<file path="config.mk">
export PLATFORM = sky130hd
export DESIGN_NAME = result_serializer
export DESIGN_NICKNAME = d
export VERILOG_FILES = /design/src/rtl/result_serializer.sv
export SDC_FILE = /design/constraint.sdc
export NUM_CORES = 1
export LEC_CHECK = 0
export ABC_CLOCK_PERIOD_IN_PS = 1800
export CAP_MARGIN = 10
export CORE_ASPECT_RATIO = 1.5
export CORE_MARGIN = 2
export CORE_UTILIZATION = 52
export DETAILED_ROUTE_END_ITERATION = 6
export PLACE_DENSITY = 0.84
export SLEW_MARGIN = 15
export SYNTH_ARGS = -nofsm -noshare
export SYNTH_HDL_FRONTEND = slang
export SYNTH_SLANG_ARGS = --single-unit
</file>
<file path="constraint.sdc">
create_clock -name clk -period 1.8 [get_ports clk]
set_input_delay 0.36 -clock clk [delete_from_list [all_inputs] [get_ports clk]]
set_output_delay 0.36 -clock clk [all_outputs]
set_load 0.05 [all_outputs]
</file>
<file path="src/rtl/result_serializer.sv">
// Captures a WIDTH-bit compressor result and streams it out LSB first
// over a valid/ready serial port, counting completed frames.
module result_serializer #(
  parameter int WIDTH = 51,
  parameter int CNT_W = 8
) (
  input  logic             clk,
  input  logic             rst_n,
  input  logic [WIDTH-1:0] dst_in,
  input  logic             load_valid,
  output logic             load_ready,
  output logic             ser_out,
  output logic             ser_valid,
  input  logic             ser_ready,
  output logic             ser_last,
  output logic [CNT_W-1:0] frame_cnt,
  output logic             parity
);

  localparam int IDX_W = (WIDTH > 1) ? $clog2(WIDTH) : 1;
  localparam logic [IDX_W-1:0] LAST = IDX_W'(WIDTH - 1);
  localparam logic [IDX_W-1:0] PRE_LAST = IDX_W'(WIDTH - 2);

  typedef enum logic {
    IDLE,
    SHIFT
  } state_t;

  state_t           state;
  logic [WIDTH-1:0] sreg;
  logic [IDX_W-1:0] idx;

  assign ser_out = sreg[0];

  always_ff @(posedge clk or negedge rst_n) begin
    if (!rst_n) begin
      state      <= IDLE;
      sreg       <= '0;
      idx        <= '0;
      frame_cnt  <= '0;
      parity     <= 1'b0;
      load_ready <= 1'b1;
      ser_valid  <= 1'b0;
      ser_last   <= 1'b0;
    end else begin
      unique case (state)
        IDLE: begin
          if (load_valid) begin
            state      <= SHIFT;
            sreg       <= dst_in;
            idx        <= '0;
            parity     <= ^dst_in;
            load_ready <= 1'b0;
            ser_valid  <= 1'b1;
            ser_last   <= 1'b0;
          end
        end
        SHIFT: begin
          if (ser_ready) begin
            sreg <= {1'b0, sreg[WIDTH-1:1]};
            if (idx == LAST) begin
              state      <= IDLE;
              idx        <= '0;
              frame_cnt  <= frame_cnt + CNT_W'(1);
              load_ready <= 1'b1;
              ser_valid  <= 1'b0;
              ser_last   <= 1'b0;
            end else begin
              idx      <= idx + IDX_W'(1);
              // flag the final column one transfer ahead
              ser_last <= (idx == PRE_LAST);
            end
          end
        end
        default: state <= IDLE;
      endcase
    end
  end

endmodule

</file>
==> run metrics <==
CP max FO=2; Final Cycle Share=94.0%; final hold viol count=0; crit-path cells=clkdlybuf4s50_1, xor2_1, xnor2_1, xnor2_1, xnor3_1, mux2i_1; beginning of the critical path=dst_in[13]; IO Pins=68; worst setup path end=parity; utilization after layout=70.8%; Final Wtd Congestion=0.786; hold_buf cts=0; layout cells sized above 1=16.9%; status=complete, no violations; Setup TNS=0 ps; Worst path max stage delay=440 ps; Syn-to-layout area delta=33.2%; Least-Margin Pin Slew=375 ps; antenna violation net count after detailed routing=0; first-pass GRT wire length=12.6 mm; chip width=71.9 um; DRT iter0 DRCs=167; Worst path slowest cell=clkdlybuf4s50_1; max_slew headroom=75.0%; Sink Count=70; Mapped Cells=347; Final #Nets=492; CP required=2080 ps; DR vias=2659; Hold Path Class=input pin to asynchronous set/reset pin; CP arrival=1970 ps; drt pass-1 iters=4; Vias/cell=5.15; Clk pin slew, worst setup/hold paths=70 ps; Max Fclk=591 MHz; crit path time final=1690 ps; core area=6760 um2; total track usage=21.4%; Startpoint Class=input pin; Final Max Slew Viols=0; Die Height=106 um; Max IR drop VDD=0.000727 V; postcts setup bufs=0; Max Cap Viol=0; vias in the first global route=2778; WL/cell=14.9 um; number of synthesized flops with an enable pin=0; RSZ-0062 raised after global routing=no; pin count of the biggest net entering global routing=71; Static Leak=0.00264 uW; power density over the cells=943 nW/um2; # DRC=0; detailed-placement wirelength estimate=5.54 mm; Worst path most repeated cell=xnor2_1; fraction of registers with async set/reset=100%; final wirelength=7.67 mm; Post-Syn Area=3590 um2; # diodes=0; number of port buffers=67; worst-skew pair later-pin latency=350 ps; r2r endpoint=frame_cnt[7]; Most used DFF post-synth=dfrtp_1; r2r startpoint=idx[3]; WS Path Type=input pin to register; Syn. warnings=0; Avg Inst Size Synth=10.4 um2; initial core utilization=53.2%; Yosys reg bits=70; CTS tree=yes; path depth of the worst reg2reg path=6; initial antenna violation count=0; die area=7610 um2; r2r setup slk=220 ps; Critical Path End Type=register; Clock Path Buffers=2; grt total ovfl=0; post-synth net total=406; Row Count=37; Worst Clk Skew=6.41 ps; most common cell after layout, fill and taps aside=dfrtp_1; # H-tree levels=3; Root Driver=clkbuf_8; post-synthesis cell type count=27; sequential area share after synthesis=48.8%; Final setup viols=0; CTS buffer count=9; most frequent cells in the layout=68 x dfrtp_1, 59 x nand2_1, 52 x o21ai_0, 51 x mux2i_1, 39 x buf_4
## cells by family (layout without fill, tap and decap cells)
kind of cell	Yosys count	in the layout	share of synthesized area (%)
muxes	52	52	14.5
adders and majority gates	4	4	1.39
AOI/OAI and AO/OA	57	57	8.21
xor gates and xnor gates	59	59	15.1
DFF	70	70	48.8
and+or+nand+nor	82	82	9.54
buffers and inverters	23	114	2.44
## worst min-delay path by stage
stage / to / slack (ps) / start / cells after the start
detailed placement: frame_cnt[2] / 410 / rst_n / 2
global route: frame_cnt[6] / 50 / rst_n / 2
finish: frame_cnt[2] / 10 / rst_n / 2
floorplan: frame_cnt[0] / 60 / rst_n / 0
global placement: frame_cnt[4] / 410 / rst_n / 2
CTS: frame_cnt[2] / 30 / rst_n / 2
## worst max-delay path: cells and delay by family
| family | cells | cell delay [ps] |
|---|---|---|
| buffers and inverters | 1 | 440 |
| XOR/XNOR | 4 | 1050 |
| multiplexers | 1 | 120 |
## Yosys cell counts (2+ instances only)
cell type  number  area, um2
nand2_1        59        221
inv_1           4       15.0
and3_1          2       12.5
xnor2_1        45        394
nor2_1          9       33.8
buf_1           5       18.8
mux2i_1        51        510
xor2_1         12        105
or2_2           2       12.5
clkbuf_1       13       48.8
ha_1            4       50.1
dfrtp_1        69       1730
xnor3_1         2       45.0
nand4_1         6       37.5
o21ai_0        52        260
## per-layer routing
| metal | up-vias | global-route usage (%) | wire, um |
|---|---|---|---|
| met5 | - | 0 | 0 |
| met1 | 1269 | 25.0 | 3070 |
| met2 | 38 | 37.9 | 4220 |
| met4 | 0 | 7.68 | 158 |
| li1 | 1336 | - | - |
| met3 | 16 | 4.78 | 216 |
## stage by stage
stage	hold WS, ps	std cells	cell area (um2)	power, uW	setup slack (ps)
2_1_floorplan	64.4	347	3590	2680	55.2
3_3_place_gp	410	500	4480	3050	-514
3_5_place_dp	413	500	4480	3100	-549
4_1_cts	29.2	516	4720	4540	0.885
5_1_grt	45.1	516	4790	4740	3.10
6_report	13.3	516	4790	4510	108
## where the power goes
group          internal [uW]  switching (uW)  total, uW
Sequential              1800             158       1960
Combinational            577             511       1090
Clock                    892             575       1470
## timing repair
action | 4_1_cts | 5_1_grt
endpoints found under the setup margin | 1 | 1
resized for setup | 18 | 39
pin swaps | 27 | 28
## sequential cells by signal, indices dropped and copies added, names as in the netlist
signal      flops
idx             6
sreg           51
frame_cnt       8
ser_valid       1
state           1
load_ready      1
parity          1
ser_last        1
## layout make-up
type | instances | area (um2)
Clock buffer | 13 | 169
Clock inverter | 3 | 65.1
Fill cell | 521 | 1970
Inverter | 4 | 15.0
Multi-Input combinational cell | 254 | 1820
Sequential cell | 70 | 1750
Tap cell | 78 | 97.6
Timing Repair Buffer | 94 | 870
No activity file was read; power rests on OpenSTA's default activity.
